<file path="config.mk">
export PLATFORM = sky130hd
export DESIGN_NAME = mac_vector_feeder
export DESIGN_NICKNAME = d
export VERILOG_FILES = /design/src/rtl/mac_vector_feeder.sv
export SDC_FILE = /design/constraint.sdc
export NUM_CORES = 1
export LEC_CHECK = 0
export BUFFER_PORTS_ARGS = -buffer_cell sky130_fd_sc_hd__buf_4
export CORE_UTILIZATION = 40
export CTS_BUF_LIST = sky130_fd_sc_hd__clkbuf_4 sky130_fd_sc_hd__clkbuf_8
export DETAILED_ROUTE_END_ITERATION = 16
export PLACE_DENSITY_LB_ADDON = 0.25
export SLEW_MARGIN = 20
export SYNTH_ARGS = -nofsm -noshare
export SYNTH_HDL_FRONTEND = slang
export SYNTH_SLANG_ARGS = --single-unit
export TNS_END_PERCENT = 30
</file>
<file path="constraint.sdc">
create_clock -name CLK -period 4.2 [get_ports CLK]
set_input_delay 0.42 -clock CLK [delete_from_list [all_inputs] [get_ports CLK]]
set_output_delay 0.42 -clock CLK [all_outputs]
set_load 0.005 [all_outputs]
</file>
<file path="src/rtl/mac_vector_feeder.sv">
// Ping-pong operand feeder for an SB_MAC16 used as an unsigned 16x16 MAC.
// A producer fills one bank while the other streams one (A,B) pair per cycle.
// The block sequences clear, accumulate, drain and result-strobe phases so
// the dot product sits on the MAC O output when RESULT_STROBE pulses.
module mac_vector_feeder #(
    parameter int DEPTH      = 16,
    parameter int LEN_W      = 5,
    parameter int PIPE_DEPTH = 0
) (
    input  logic             CLK,
    input  logic             RST,
    input  logic             WR_VALID,
    output logic             WR_READY,
    input  logic [15:0]      WR_A,
    input  logic [15:0]      WR_B,
    input  logic             WR_LAST,
    output logic [15:0]      MAC_A,
    output logic [15:0]      MAC_B,
    output logic             MAC_CE,
    output logic             MAC_OLOAD,
    output logic             RESULT_STROBE,
    output logic [LEN_W-1:0] RESULT_LEN,
    output logic             BUSY
);

    localparam int               IDX_W      = (DEPTH > 1) ? $clog2(DEPTH) : 1;
    localparam logic [IDX_W-1:0] IDX_LAST   = IDX_W'(DEPTH - 1);
    localparam logic [1:0]       DRAIN_LAST = 2'((PIPE_DEPTH > 0) ? PIPE_DEPTH - 1 : 0);

    typedef enum logic [2:0] {
        S_IDLE,
        S_CLEAR,
        S_STREAM,
        S_DRAIN,
        S_DONE
    } state_t;

    // Pair storage: entry {bank, index} holds {A, B}.
    logic [31:0]      r_mem [2*DEPTH];

    // Write side.
    logic             r_fill_bank;
    logic [IDX_W-1:0] r_wr_idx;
    logic [1:0]       r_full;
    logic [LEN_W-1:0] r_len [2];

    // Read side.
    logic             r_rd_bank;
    state_t           r_state;
    state_t           w_next_state;
    logic [IDX_W-1:0] r_rd_idx;
    logic [IDX_W-1:0] w_next_rd_idx;
    logic [1:0]       r_drain_cnt;
    logic [1:0]       w_next_drain_cnt;
    logic [LEN_W-1:0] r_cur_len;

    logic             w_accept;
    logic             w_commit;
    logic             w_release;
    logic             w_start;
    logic             w_last_pair;
    logic             w_ce;
    logic             w_oload;
    logic             w_strobe;
    logic             w_stream;
    logic [31:0]      w_rd_word;

    assign WR_READY    = ~r_full[r_fill_bank];
    assign w_accept    = WR_VALID & WR_READY;
    assign w_commit    = w_accept & (WR_LAST | (r_wr_idx == IDX_LAST));
    assign w_last_pair = (LEN_W'(r_rd_idx) + LEN_W'(1)) == r_cur_len;
    assign w_rd_word   = r_mem[{r_rd_bank, w_next_rd_idx}];
    assign BUSY        = (r_state != S_IDLE);

    // Store each accepted pair into the bank currently being filled.
    // NOTE: the pair memory has no reset; stale contents are never read
    // because a bank is only streamed after it has been written and committed.
    always_ff @(posedge CLK) begin
        if (w_accept) begin
            r_mem[{r_fill_bank, r_wr_idx}] <= {WR_A, WR_B};
        end
    end

    // Fill index, fill bank pointer and committed vector lengths.
    // NOTE: sequential state uses non-blocking assignments so every register
    // samples the pre-edge values, independent of statement order.
    always_ff @(posedge CLK or posedge RST) begin
        if (RST) begin
            r_fill_bank <= 1'b0;
            r_wr_idx    <= '0;
            r_len[0]    <= '0;
            r_len[1]    <= '0;
        end else if (w_accept) begin
            if (w_commit) begin
                r_wr_idx           <= '0;
                r_fill_bank        <= ~r_fill_bank;
                r_len[r_fill_bank] <= LEN_W'(r_wr_idx) + LEN_W'(1);
            end else begin
                r_wr_idx <= r_wr_idx + IDX_W'(1);
            end
        end
    end

    // Full flags: a commit and a release can land on the two banks in the same edge.
    always_ff @(posedge CLK or posedge RST) begin
        if (RST) begin
            r_full <= 2'b00;
        end else begin
            for (int b = 0; b < 2; b++) begin
                if (w_release && (r_rd_bank == 1'(b))) begin
                    r_full[b] <= 1'b0;
                end else if (w_commit && (r_fill_bank == 1'(b))) begin
                    r_full[b] <= 1'b1;
                end
            end
        end
    end

    // Sequencer state, stream/drain counters, read bank and active length.
    always_ff @(posedge CLK or posedge RST) begin
        if (RST) begin
            r_state     <= S_IDLE;
            r_rd_idx    <= '0;
            r_drain_cnt <= '0;
            r_rd_bank   <= 1'b0;
            r_cur_len   <= '0;
        end else begin
            r_state     <= w_next_state;
            r_rd_idx    <= w_next_rd_idx;
            r_drain_cnt <= w_next_drain_cnt;
            if (w_release) begin
                r_rd_bank <= ~r_rd_bank;
            end
            if (w_start) begin
                r_cur_len <= r_len[r_rd_bank];
            end
        end
    end

    // Next-state logic; a finished vector chains straight into the next full bank.
    // NOTE: every signal driven here gets a default first, so no path can
    // leave one unassigned and infer a latch.
    always_comb begin
        w_next_state     = r_state;
        w_next_rd_idx    = r_rd_idx;
        w_next_drain_cnt = r_drain_cnt;
        w_release        = 1'b0;
        w_start          = 1'b0;
        unique case (r_state)
            S_IDLE: begin
                if (r_full[r_rd_bank]) begin
                    w_next_state = S_CLEAR;
                    w_start      = 1'b1;
                end
            end
            S_CLEAR: begin
                w_next_state  = S_STREAM;
                w_next_rd_idx = '0;
            end
            S_STREAM: begin
                if (w_last_pair) begin
                    w_release        = 1'b1;
                    w_next_drain_cnt = '0;
                    w_next_state     = (PIPE_DEPTH == 0) ? S_DONE : S_DRAIN;
                end else begin
                    w_next_rd_idx = r_rd_idx + IDX_W'(1);
                end
            end
            S_DRAIN: begin
                if (r_drain_cnt == DRAIN_LAST) begin
                    w_next_state = S_DONE;
                end else begin
                    w_next_drain_cnt = r_drain_cnt + 2'd1;
                end
            end
            S_DONE: begin
                if (r_full[r_rd_bank]) begin
                    w_next_state = S_CLEAR;
                    w_start      = 1'b1;
                end else begin
                    w_next_state = S_IDLE;
                end
            end
            default: begin
                w_next_state = S_IDLE;
            end
        endcase
    end

    // Decode the MAC controls for the state being entered so they register in step with it.
    always_comb begin
        w_ce     = 1'b0;
        w_oload  = 1'b0;
        w_strobe = 1'b0;
        w_stream = 1'b0;
        unique case (w_next_state)
            S_CLEAR: begin
                w_ce    = 1'b1;
                w_oload = 1'b1;
            end
            S_STREAM: begin
                w_ce     = 1'b1;
                w_stream = 1'b1;
            end
            S_DRAIN: begin
                w_ce = 1'b1;
            end
            S_DONE: begin
                w_strobe = 1'b1;
            end
            default: begin
                w_ce = 1'b0;
            end
        endcase
    end

    // Registered MAC-facing outputs; operands are zero outside STREAM to flush the pipeline.
    always_ff @(posedge CLK or posedge RST) begin
        if (RST) begin
            MAC_A         <= '0;
            MAC_B         <= '0;
            MAC_CE        <= 1'b0;
            MAC_OLOAD     <= 1'b0;
            RESULT_STROBE <= 1'b0;
            RESULT_LEN    <= '0;
        end else begin
            MAC_CE        <= w_ce;
            MAC_OLOAD     <= w_oload;
            RESULT_STROBE <= w_strobe;
            MAC_A         <= w_stream ? w_rd_word[31:16] : 16'd0;
            MAC_B         <= w_stream ? w_rd_word[15:0]  : 16'd0;
            if (w_strobe) begin
                RESULT_LEN <= r_cur_len;
            end
        end
    end

endmodule

</file>
-- Word-level counts from Yosys, hierarchy flattened
Memory sizes are Yosys's and may differ from the RTL's.
Cells that the tools add are included.
- flip-flop bits (word level): 72
- latch bits: 0
- RAM bits: 1024
- ROM bits: 0
- bits of input ports: 36
- output and inout port bits: 42
- word-level logic and storage cells: 100
- memories: 1
- add/sub/neg operators: 5
- $mul: 0
- divide/modulo/power cells: 0
- magnitude comparators: 5
- equal/unequal tests: 12
- shift operators: 0
- multiplexer cells: 37
- bitwise operators: 8
- reductions and logical operators: 15
- memory list (memory ; depth ; bits a word ; rd ports ; clocked after Yosys merged registers in ; wr ports ; RTL line ; source):
    r_mem ; 32 ; 32 ; 1 ; 0 ; 1 ; 39 ; logic [31:0] r_mem [2*DEPTH];
- operator list (kind ; number):
    16-bit 2-to-1 mux ; 2
    5-bit 2-to-1 mux ; 4
    1-bit 2-to-1 mux ; 19
    3-bit case mux with 5 select lines ; 1
    3-bit by 2-bit equality test with 1-bit output (second input constant) ; 4
    4-bit by 1-bit adder with 5-bit output (second input constant) ; 2
    10-bit bitwise mux ; 1
    3-bit 2-to-1 mux ; 3
    4-bit by 1-bit adder with 4-bit output (second input constant) ; 2
    4-bit 2-to-1 mux ; 2
    4-bit case mux with 2 select lines ; 1
    3-bit by 1-bit equality test with 1-bit output (second input constant) ; 2
    3-bit equality test (second input constant) ; 2
    2-bit nonzero test ; 3
    5-bit demux with 1-bit select ; 1
    5-bit equality test ; 1
    1-bit logical AND ; 5
    4-bit equality test (second input constant) ; 1
    2-bit >= comparator (second input constant) ; 2
    1-bit by 2-bit < comparator with 1-bit output (second input constant) ; 2
    2-bit 2-to-1 mux ; 2
    2-bit inequality test (second input constant) ; 2
    1-bit inverter with 2-bit output ; 2
    2-bit case mux with 2 select lines ; 1
    12 further kinds ; 15

-- Logic depth before layout (Yosys ltp)
- depth after elaboration: 8
- depth in mapped cells: 15
- mapped depth without buffers: 11

-- Least setup slack after synthesis
Ideal clock, no wire load.
- path type: reg2reg
- start: register r_rd_idx[0]
- end: register MAC_A[2]
- library setup time: 0.138 ns
- arrival time: 2.915 ns
- data required time: 4.062 ns
- slack: 1.146 ns
- stages on the path, launching flop included: 15
- buffers on the path: 3
- clock period less this slack: 3.054 ns
- path through: dfrtp_1 ha_1 xor2_1 a211o_1 a211o_4 and3_1 buf_6 nor2_4 inv_2 buf_6 buf_6 a211oi_2 a31oi_1 a221oi_1 o211ai_1
- longest elaborated chain between the ends: 7
- elaborated cells between the ends (all ways): 11
- those cells by class: add/sub (2); eq/ne (2); mux (6); memory (1)
- ends and longest elaborated chain (what ; RTL line ; source):
    from (decl) ; 51 ; logic [IDX_W-1:0] r_rd_idx;
    from (signal assigned) ; 129 ; r_rd_idx <= w_next_rd_idx;
    parallel branches: the longest is 6 deep, another holds memory read 32 x 32 bit ; n/a ;
    16-bit 2-to-1 mux * ; 230 ; MAC_A <= w_stream ? w_rd_word[31:16] : 16'd0;
    to (signal assigned) ; 230 ;
    to (decl) ; 17 ; output logic [15:0] MAC_A,
Mark *: on every way between the ends.
A chain may end at the register's enable or synchronous reset.

-- Worst setup path after layout
- start: register r_rd_idx[0]
- end: register MAC_A[11]
Same word-level chain as after synthesis.

==> metrics.md <==
| Metric | Value |
|---|---|
| Rows | 120 |
| Synthesis warning total | 0 |
| Outcome | completed |
| Layout area overhead | 16.1% |
| H-tree depth | 4 |
| Main flop type after synthesis | edfxtp_1 |
| Synth async-reset ratio | 0.0657 |
| Initial antenna violation count | 3 |
| DRC violations left | 0 |
| Syn_nets | 2988 |
| CTS buffer count | 178 |
| Commonest cells in the netlist | edfxtp_1, nand2_1, and3_1 |
| Clock transition at the registers of the reported paths | 60 ps |
| Fmax | 0.249 GHz |
| Max_cap viols | 0 |
| Worst-path cell chain | ha_1 > xor2_1 > a211o_1 > a211o_4 > a21o_4 > buf_12 > buf_4 > a31oi_1 > a32o_1 > o32ai_1 > o31ai_1 > buf_4 > o211ai_1 |
| Share of cells above drive strength 1 | 0.181 |
| Top cell type's share of synthesized area | 0.708 |
| Die area | 110000 sq um |
| Yosys top cell by area | edfxtp_1 |
| Slowest cell on the critical path | dfrtp_1 |
| Grt ovf | 0 |
| Bufs on Longest Clock Path | 3 |
| Die Height | 331 microns |
| Vias in the first global route | 26914 |
| Yosys reg bits | 1096 |
| Clk root buf | clkbuf_8 |
| Syn avg cell area | 14.7 sq um |
| Worst clock skew | 53.6 ps |
| Vias per inst | 5.93 |
| Worst vdd ir | 561 uV |
| Setup TNS | 0 ps |
| Crit Path Category | reg2reg |
| DP Area | 46400 sq um |
| Cells after synthesis | 2946 |
| Core ar. | 107000 sq um |
| Final min period | 4020 ps |
| Rel. slew slack | 0.350 |
| Min-Delay Path Class | in2async |
| Leakage power | 16.8 nW |
| Boundary pin count | 78 |
| WP data arrival | 4680 ps |
| Largest net degree at the start of global routing | 88 |
| Cell area after layout | 50400 sq um |
| Worst-Margin Slew | 967 ps |
| DRT iter0 DRCs | 2848 |
| Synth unique cells | 58 |
| Worst-Skew Late Latency | 850 ps |
| Sequential-to-total area share from yosys stat | 0.750 |
| Slowest stage delay, CP | 450 ps |
| Unrepaired setup endpoints after global routing | false |
| Port bufs | 77 |
| Number of flops mapped to enable cells by yosys | 1024 |
| Vias | 27741 |
| Starting Density | 0.404 |
| Pwr/cell area | 697 nW/um^2 |
| Worst Setup Start Kind | flip-flop |
| DR WL/cell | 27.0 microns |
| Post-route ant nets | 0 |
| Pre-antenna DRT Iters | 5 |
| First-pass GRT wire length | 183000 microns |
| Sink Count | 1096 |
| Setup Buffers After CTS | 0 |
| # nets final | 3171 |
| Tcrit/Tclk final | 0.957 |
| CP endpoint kind | flip-flop |
| DRT Wirelength | 126000 microns |
| Max FO, Critical Path | 86 |
| Post-DP HPWL | 67400 microns |
| Die W | 331 microns |
| Count leader, synth | edfxtp_1 |
| # setup viols final | 0 |
| Largest cells by area after synthesis | edfxtp_1, dfrtp_1, nand2_1 |
| Placer Congestion | 0.813 |
| Critical path's most frequent cell | buf_4 |
| Number of hold violations in the final report | 0 |
| Synthesized area | 43400 sq um |
| Global-route usage over all layers | 0.226 |
| Slew Limit Fails | 0 |
| CTS tree | done |
| Critical Path RT | 4860 ps |
==> area by class of cell <==
type | instances | area, sq um
Inverter | 15 | 72.6
Clock inverter | 50 | 340
Timing Repair Buffer | 241 | 2420
Fill cell | 9243 | 56900
Sequential cell | 1096 | 32600
Clock buffer | 277 | 3310
Antenna cell | 2 | 5.00
Tap cell | 1403 | 1760
Multi-Input combinational cell | 1597 | 9960
==> cell families after synthesis <==
kind of cell	count (synthesis)	share of synthesized area
DFF	1096	0.750
and+or+nand+nor	823	0.0859
AOI/OAI and AO/OA	707	0.120
buffers and inverters	253	0.0287
muxes	51	0.0118
xor gates and xnor gates	10	0.00202
adders and majority gates	6	0.00173
==> routing by layer <==
layer  GRT usage  vias to the layer above  part of all wire
met5           0                        -                 0
met4      0.0838                        0             0.028
met3      0.0423                      232             0.077
met2       0.365                     1256              0.48
met1       0.306                    14264              0.41
li1            -                    11989                 -
==> state kept, by name (all words and copies together), names as in the netlist <==
name and cells:
r_cur_len 5, RESULT_STROBE 1, MAC_A 16, r_drain_cnt 2
r_wr_idx 4, r_full 2, MAC_B 16, r_rd_idx 4
RESULT_LEN 5, MAC_CE 1, r_rd_bank 1, r_state 3
r_fill_bank 1, r_len 10, MAC_OLOAD 1, r_mem 1024
==> placed cells by master (no fill, tap or decap), types with 6 or more instances in the layout <==
master,n
a21oi_1,106
nor2_4,36
o32ai_1,31
edfxtp_1,1024
buf_12,40
nand2_1,446
xnor2_1,6
nand3_1,131
dlygate4sd3_1,36
clkinv_2,10
a211oi_2,32
and3_1,158
clkinv_1,27
inv_1,11
a221oi_1,93
o21ai_0,72
mux2i_1,49
a211oi_1,125
dfrtp_1,72
ha_1,6
buf_4,164
clkbuf_4,81
nor2_1,24
a32o_1,31
clkbuf_8,196
a311oi_1,31
a31oi_1,95
o31ai_1,32
o211ai_1,32
==> worst max-delay path, delay by kind of cell (launching register included) <==
family | cells | cell delay, ps
buffers and inverters | 3 | 710
DFF | 1 | 450
AOI/OAI and AO/OA | 8 | 2010
xor gates and xnor gates | 1 | 190
adders and majority gates | 1 | 390
==> what timing repair did <==
item / in CTS / in global routing
setup endpoints to repair: 0 / 0
hold buffers: 36 / 0
hold endpoints to repair: 1036 / 0
gates resized for setup: 0 / 0
==> through the flow <==
step | worst slack [ps] | total power [W] | hold WS, ps | util | instances
final | 180 | 0.0351 | 111 | 0.470 | 4681
after CTS | 249 | 0.0352 | 32.0 | 0.469 | 4678
after detailed placement | 261 | 0.0258 | 422 | 0.432 | 4315
after global routing | 27.5 | 0.0368 | 62.2 | 0.470 | 4681
after floorplan | 1150 | 0.0214 | 450 | - | 2946
after global placement | 292 | 0.0256 | 426 | 0.432 | 4315
==> where the power goes <==
| group | leakage [nW] | switching (W) | internal [W] |
|---|---|---|---|
| logic | 4.72 | 0.00846 | 0.00453 |
| clock network | 1.95 | 0.00422 | 0.00515 |
| registers | 10.1 | 0.000399 | 0.0124 |
| total | 16.8 | 0.0131 | 0.0220 |
==> worst paths after layout <==
| kind | from | slack [ps] | end | cells after the start |
|---|---|---|---|---|
| max | r_rd_idx[0] | 180 | MAC_A[11] | 13 |
| min | RST | 110 | MAC_B[7] | 3 |
| max in group asynchronous | RST | 3210 | MAC_OLOAD | 4 |
| min reg2reg | RESULT_LEN[2] | 470 | RESULT_LEN[2] | 2 |
| min in group CLK | RESULT_LEN[2] | 470 | RESULT_LEN[2] | 2 |
| max reg2reg | r_rd_idx[0] | 180 | MAC_A[11] | 13 |
Power figures use the tool's default switching activity.
